`src/rtl/sram_write_queue.sv`:
```
// sram_write_queue: DEPTH-entry FIFO of SRAM write requests, dispatched one at
// a time to the downstream write sequencer over its start/done handshake.
// Optional build macro: SRAM_WRITE_QUEUE_STATS_EN adds the issued_count output.
//
// state     | meaning
// ----------+------------------------------------------------------------
// IDLE      | wait for a queued entry and an idle sequencer; load + pop head
// ISSUE     | one-cycle fsm_start pulse, address/data already registered
// WAIT_BUSY | wait for the sequencer to drop fsm_done (leave idle)
// WAIT_DONE | wait for the sequencer to raise fsm_done (write finished)
module sram_write_queue #(
  parameter int data_width    = 16,
  parameter int address_width = 16,
  parameter int depth         = 4,
  parameter int ptr_width     = 2
) (
  input  logic                     clk,
  input  logic                     rst,
  input  logic                     wr_valid,
  output logic                     wr_ready,
  input  logic [address_width-1:0] wr_address,
  input  logic [data_width-1:0]    wr_data,
  output logic                     fsm_start,
  output logic [address_width-1:0] fsm_address,
  output logic [data_width-1:0]    fsm_data,
  input  logic                     fsm_done,
  output logic [ptr_width:0]       level
`ifdef SRAM_WRITE_QUEUE_STATS_EN
  ,
  output logic [15:0]              issued_count
`endif
);

  typedef enum logic [1:0] {IDLE, ISSUE, WAIT_BUSY, WAIT_DONE} state_t;

  state_t state, state_nxt;

  logic [address_width-1:0] addr_mem [depth];
  logic [data_width-1:0]    data_mem [depth];
  logic [ptr_width-1:0]     head, tail;
  logic                     push, pop;

  // Full only when level reaches depth; level is separate from the pointers
  // so full and empty never alias.
  assign wr_ready = (level != (ptr_width+1)'(depth));
  assign push     = wr_valid && wr_ready;

  // Storage is not reset; validity is tracked entirely by level.
  always_ff @(posedge clk) begin
    if (push) begin
      addr_mem[tail] <= wr_address;
      data_mem[tail] <= wr_data;
    end
  end

  // Pointers and occupancy; pointers wrap naturally since depth is 2**ptr_width.
  always_ff @(posedge clk) begin
    if (rst) begin
      head  <= '0;
      tail  <= '0;
      level <= '0;
    end else begin
      if (push) tail <= tail + ptr_width'(1);
      if (pop)  head <= head + ptr_width'(1);
      case ({push, pop})
        2'b10:   level <= level + (ptr_width+1)'(1);
        2'b01:   level <= level - (ptr_width+1)'(1);
        default: level <= level;
      endcase
    end
  end

  // Head entry is captured on the IDLE->ISSUE edge and held for the whole transaction.
  always_ff @(posedge clk) begin
    if (rst) begin
      fsm_address <= '0;
      fsm_data    <= '0;
    end else if (pop) begin
      fsm_address <= addr_mem[head];
      fsm_data    <= data_mem[head];
    end
  end

  // Dispatcher state register.
  always_ff @(posedge clk) begin
    if (rst) state <= IDLE;
    else     state <= state_nxt;
  end

  // Next-state, pop and start decode; fsm_done is used as a level throughout.
  always_comb begin
    state_nxt = state;
    pop       = 1'b0;
    fsm_start = 1'b0;
    case (state)
      IDLE: begin
        if ((level != '0) && fsm_done) begin
          pop       = 1'b1;
          state_nxt = ISSUE;
        end
      end
      ISSUE: begin
        fsm_start = 1'b1;
        state_nxt = WAIT_BUSY;
      end
      WAIT_BUSY: begin
        if (!fsm_done) state_nxt = WAIT_DONE;
      end
      WAIT_DONE: begin
        if (fsm_done) state_nxt = IDLE;
      end
      default: state_nxt = IDLE;
    endcase
  end

`ifdef SRAM_WRITE_QUEUE_STATS_EN
  // Counts dispatches; wraps at 16 bits.
  always_ff @(posedge clk) begin
    if (rst)      issued_count <= '0;
    else if (pop) issued_count <= issued_count + 16'd1;
  end
`endif

endmodule

```
`config.mk`:
```
export PLATFORM = sky130hd
export DESIGN_NAME = sram_write_queue
export DESIGN_NICKNAME = d
export VERILOG_FILES = /design/src/rtl/sram_write_queue.sv
export SDC_FILE = /design/constraint.sdc
export NUM_CORES = 1
export LEC_CHECK = 0
export ABC_AREA = 1
export CORE_ASPECT_RATIO = 0.7
export CORE_UTILIZATION = 56
export DETAILED_ROUTE_END_ITERATION = 10
export GPL_TIMING_DRIVEN = 0
export PLACE_DENSITY = 0.79
export SLEW_MARGIN = 20
export SYNTH_ARGS = -nofsm -noshare
export SYNTH_HDL_FRONTEND = slang
export SYNTH_SLANG_ARGS = --single-unit
```
`constraint.sdc`:
```
create_clock -name clk -period 3.4 [get_ports clk]
set_clock_uncertainty 0.2 [all_clocks]
set_input_delay 1.02 -clock clk [delete_from_list [all_inputs] [get_ports clk]]
set_output_delay 1.02 -clock clk [all_outputs]
set_load 0.05 [all_outputs]
```
# Word level (Yosys, flattened, before mapping)
# Memories as Yosys holds them, arrays and structs flattened. A register that Yosys moved wholly into a read port is not among the register bits.
# Index checks and enable logic that the tools add are counted.
[totals] ff_bits=9 mem_bits_rw=128 inputBits=36 out_inout_bits=37 wordCells=35 memories=2
[op_classes] n_addsub=4 eq_ne=9 n_mux=10 reduce_logical=6
[mem_list] memory="addr_mem" words=4 width=16 rd=1 rd_clocked_by_memory_dff=1 wr=1 line_no="38" text="logic [address_width-1:0] addr_mem [depth];"
[mem_list] memory="data_mem" words=4 width=16 rd=1 rd_clocked_by_memory_dff=1 wr=1 line_no="39" text="logic [data_width-1:0] data_mem [depth];"
[ops] operator="2-bit one-hot mux with 4 select lines" count=1
[ops] operator="2-bit equality test (second input constant)" count=3
[ops] operator="2-bit 2-to-1 mux" count=3
[ops] operator="2-bit inequality test (second input constant)" count=3
[ops] operator="3-bit one-hot mux with 2 select lines" count=1
[ops] operator="1-bit 2-to-1 mux" count=5
[ops] operator="2-bit by 1-bit adder with 2-bit output (second input constant)" count=2
[ops] operator="2-bit by 1-bit equality test with 1-bit output (second input constant)" count=2
[ops] operator="3-bit by 1-bit adder with 3-bit output (second input constant)" count=1
[ops] operator="3-bit inequality test (second input constant)" count=1
[ops] operator="3-bit AND reduction" count=1
[ops] operator="3-bit nonzero test" count=1
[ops] operator="3-bit by 1-bit subtractor with 3-bit output (second input constant)" count=1
[ops] operator="1-bit logical AND" count=2
[ops] operator="2-bit zero test" count=1
[ops] operator="2-bit nonzero test" count=1

# Logic depth before layout (Yosys ltp)
[depth] word_depth=6 depth_mapped=13

# Worst setup path before layout
# OpenSTA, ideal clock, no wires.
[synth_path] path_kind="reg2reg" startpoint="register level[0]" endpoint="memory addr_mem[0][0], enable pin" setup_time_ns=0.421 t_arrival_ns=2.814 path_slack_ns=-0.035 stages_incl_launch_ff=5 path_buffers=0 period_less_slack_ns=3.435 cell_sequence="dfxtp_1 nor2_1 nand2_1 nand2_1 nor2_1"
[synth_between] elab_chain_len=4
[synth_rtl] item="start: declaration" line_no="27" text="output logic [ptr_width:0] level"
[synth_rtl] item="start signal: assignment" line_no="66" text="2'b10: level <= level + (ptr_width+1)'(1);"
[synth_rtl] item="start signal: assignment" line_no="67" text="2'b01: level <= level - (ptr_width+1)'(1);"
[synth_rtl] item="start signal: assignment" line_no="68" text="default: level <= level;"
[synth_rtl] item="3-bit inequality test" line_no="45" text="assign wr_ready = (level != (ptr_width+1)'(depth));"
[synth_rtl] item="net wr_ready" line_no="20" text="output logic wr_ready,"
[synth_rtl] item="1-bit logical AND" line_no="46" text="assign push = wr_valid && wr_ready;"
[synth_rtl] item="1-bit 2-to-1 mux" line_no="50" text="if (push) begin"
[synth_rtl] item="1-bit 2-to-1 mux (implied by the code)" line_no="51" text="addr_mem[tail] <= wr_address;"
[synth_rtl] item="end: declaration" line_no="38"
# The timed path passes the listed nets, and every way through them passes these cells.

# Worst setup path after layout
[layout_path] startpoint="input fsm_done" endpoint="register level[2]"
[layout_between] elab_chain_len=5 elab_cells_between_ends=7 classes_between="eq/ne: 2; mux: 3; reduce/logical: 2"
[layout_rtl] item="start: declaration" line_no="26" text="input logic fsm_done,"
[layout_rtl] item="1-bit logical AND (*)" line_no="97" text="if ((level != '0) && fsm_done) begin"
[layout_rtl] item="1-bit 2-to-1 mux (*)" line_no="97"
[layout_rtl] item="1-bit 2-to-1 mux (*)" line_no="95" text="case (state)"
[layout_rtl] item="net pop" line_no="41" text="logic push, pop;"
[layout_rtl] item="2-bit by 1-bit equality test with 1-bit output or 2-bit equality test (tied branches)" line_no="65" text="case ({push, pop})"
[layout_rtl] item="3-bit one-hot mux with 2 select lines or 2-bit nonzero test (tied branches)"
# Mark *: on every way through the listed nets, which the timed path passes. The rest lies on a longest branch.
# A chain may end at the register's enable or synchronous reset.

==> impl_summary.log <==
INFO  metric ios = 73
INFO  metric yosys.area_share.xor_xnor = 0.00132
INFO  metric total_power = 7.00 mW
INFO  metric final_wl = 14800 microns
INFO  metric hpwlAfterDp = 8980 microns
INFO  metric worstPathArrival = 3260 ps
INFO  metric crit_type = in -> reg
INFO  metric critical_path_capture_point_type = register
INFO  metric cp_max_fo = 10
INFO  metric power.density = 841 mW/mm^2
INFO  metric mostFrequentLayoutCells = 196 x nor2_1, 128 x edfxtp_1, 72 x clkdlybuf4s50_1
INFO  metric post_synthesis_compound_gate_area_fraction = 0.0955
INFO  metric antenna_left = 0
INFO  metric max_cap_viol_count = 0
INFO  metric worst-r2r-setup-slack = 740 ps
INFO  metric worst_ir_drop_vdd = 0.515 mV
INFO  metric post-route-drc-count = 0
INFO  metric fin_hold_ws = 299 ps
INFO  metric post_synth_fa_ha_maj_area_fraction = 0.0218
INFO  metric die-width = 132 microns
INFO  metric cts_resized = 0
INFO  metric holdBufCountCts = 0
INFO  metric tritoncts = built
INFO  metric outcome = finished, final reports clean
INFO  metric mapped_cells = 592
INFO  metric dr.pass1.iters = 5
INFO  metric static-leakage-power = 3.24 nW
INFO  metric post-place-cells = 821
INFO  metric drt_first_iter_violations = 462
INFO  metric core = 0.0113 sq mm
INFO  metric mappedNetlistNets = 639
INFO  metric detailroute.via_count = 4590
INFO  metric row_count = 32
INFO  metric seq_area_frac_synth = 0.701
INFO  metric cpPeakStageDelay = 530 ps
INFO  metric cts-root-buf = clkbuf_16
INFO  metric synth.lib_cells_used.distinct = 19
INFO  metric globalRoute.totalOverflow = 0
INFO  metric cts.clk_slew.worst_paths = 60 ps
INFO  metric synthSimpleGateAreaFrac = 0.143
INFO  metric ctsLongestPathBuffers = 2
INFO  metric layout_commonest_cell = nor2_1
INFO  metric yosys_warnings = 0
INFO  metric yosysTopAreaCellShare = 0.578
INFO  metric die-area = 0.0123 sq mm
INFO  metric syn-mean-instance-area = 11.2 sq um
INFO  metric gp_routability_congestion = 0.784
INFO  metric vias_in_the_first_global_route = 4554
INFO  metric cts_buffers = 17
INFO  metric clock_sink_count = 169
INFO  metric layout.nets = 734
INFO  metric critical_path.top_delay_family = buffers and inverters
INFO  metric report.final.hold_viol_count = 0
INFO  metric timing.critical_path.buf_inv = 4
INFO  metric synth.top_cells.by_area = edfxtp_1 58%, dfxtp_1 12%, nor2_1 11%, o21bai_1 3.6%, o21ai_1 2.9%
INFO  metric grt_antenna_before_repair = 0
INFO  metric post-synth-top-area-cell = edfxtp_1
INFO  metric drv_slew = 0
INFO  metric finish.cell_count_without_fillers = 851
INFO  metric floorplan.initialDensity = 0.589
INFO  metric fin_crit = 3140 ps
INFO  metric max_slew.worst_pin.slew = 688 ps
INFO  metric tightest_hold_check_type = reg -> reg
INFO  metric post_cts.repair.setup_buffers = 0
INFO  metric area.growth.synth_to_final = 25.1%
INFO  metric maximum_number_of_pins_on_one_net_before_global_route_repair = 24
INFO  metric route.detailed.vias_per_inst = 5.39
INFO  metric start_kind = input port
INFO  metric synth_area = 0.00665 sq mm
INFO  metric cp_slowest_cell = clkdlybuf4s50_1
INFO  metric portBuffers = 72
INFO  metric grt_pass1_wl = 23300 microns
INFO  metric final.period_utilization = 0.924
INFO  metric final_layout_size_suffix_gt1_frac = 0.0903
INFO  metric fin_tns_setup = 0 ps
INFO  metric achievable-frequency = 318 MHz
INFO  metric cts.htree.levels = 4
INFO  metric grt_setup_unrepaired = false
INFO  metric final_setup_viols = 0
INFO  metric worstSkewPairLatency = 430 ps
INFO  metric height_of_the_die = 93.2 microns
INFO  metric grt_usage = 0.257
INFO  metric cp_cell_instances = clkdlybuf4s50_1 > nand3_2 > inv_2 > buf_4 > ha_1 > inv_1 > fa_1 > nand2_1 > nand3_1 > o21ai_0 > a21oi_1
INFO  metric synth-seq-cells = 169
INFO  metric diodes = 0
INFO  metric synth_top_family_by_area = simple AND/OR/NAND/NOR gates
INFO  metric fillCellCount = 723
INFO  metric synth.area.mux_share = 0
INFO  metric slew_headroom = 0.540
INFO  metric timing.critical_path.required = 3520 ps
INFO  metric routed_wire_length_per_instance = 17.4 microns
INFO  metric final_design_area_no_fill = 0.00832 sq mm
INFO  metric place_area = 0.00770 sq mm
[power breakdown]
group	switching, mW	internal, mW
clock network	0.748	1.31
registers	0.132	2.53
logic	1.54	0.732
total	2.42	4.58
[worst reg2reg max path, stage by stage, from the launching register on]
cell and delay, ps:
dfxtp_1 340, inv_1 110, ha_1 200, nand3_2 210, inv_2 230, buf_4 220
ha_1 190, inv_1 70, fa_1 390, nand2_1 90, nand3_1 90, o21ai_0 160
a21oi_1 60
[worst paths after layout]
check / startpoint / endpoint / cells after the start
min reg2reg: fsm_address[14]$_SDFFE_PP0P_ / fsm_address[14]$_SDFFE_PP0P_ / 2
max: fsm_done / level[2]$_SDFFE_PP0P_ / 11
max reg2reg: state[0]$_SDFFE_PP0P_ / level[2]$_SDFFE_PP0P_ / 12
min: fsm_address[14]$_SDFFE_PP0P_ / fsm_address[14]$_SDFFE_PP0P_ / 2
[synthesized netlist by cell type, drive strengths merged]
cell type	number
a21oi	9
buf	26
clkbuf	4
dfxtp	41
edfxtp	128
fa	1
ha	10
inv	20
nand2	46
nand3	4
nor2	200
o21ai	70
o21bai	32
xor2	1
[state kept, by name (all words and copies together), names as in the netlist]
signal	cells
head	2
addr_mem	64
fsm_data	16
level	3
tail	2
state	2
data_mem	64
fsm_address	16
[metal layers]
metal | GRT usage | part of all wire | wire, microns | vias to the layer above
li1 | - | - | - | 2191
met1 | 0.330 | 0.42 | 6200 | 2184
met2 | 0.431 | 0.49 | 7220 | 196
met3 | 0.0623 | 0.079 | 1160 | 19
met4 | 0.0900 | 0.013 | 187 | 0
met5 | 0 | 0 | 0 | -
[metrics by stage]
step | setup slack [ps] | util
floorplan | -35.0 | -
finish | 259 | 0.737
detailed placement | -149 | 0.682
global placement | -1290 | 0.670
global route | 94.9 | 0.737
CTS | 287 | 0.737
[area by class of cell]
cell class	count	area, sq um	area share
plain buffers	30	175	0.0211
well taps	153	191	0.0230
multi-input cells	373	1770	0.212
repair buffers	76	823	0.0989
inverters	20	75.1	0.00902
clock buffers	21	450	0.0541
flip-flops and latches	169	4660	0.561
clock inverters	9	173	0.0208
[cells by family after synthesis]
logic type / Yosys count
AO/OA/AOI/OAI: 111
XOR/XNOR: 1
adder cells (fa/ha/maj): 11
buffers and inverters: 50
flip-flops: 169
AND/OR/NAND/NOR: 250
No activity file was read; power rests on OpenSTA's default activity.
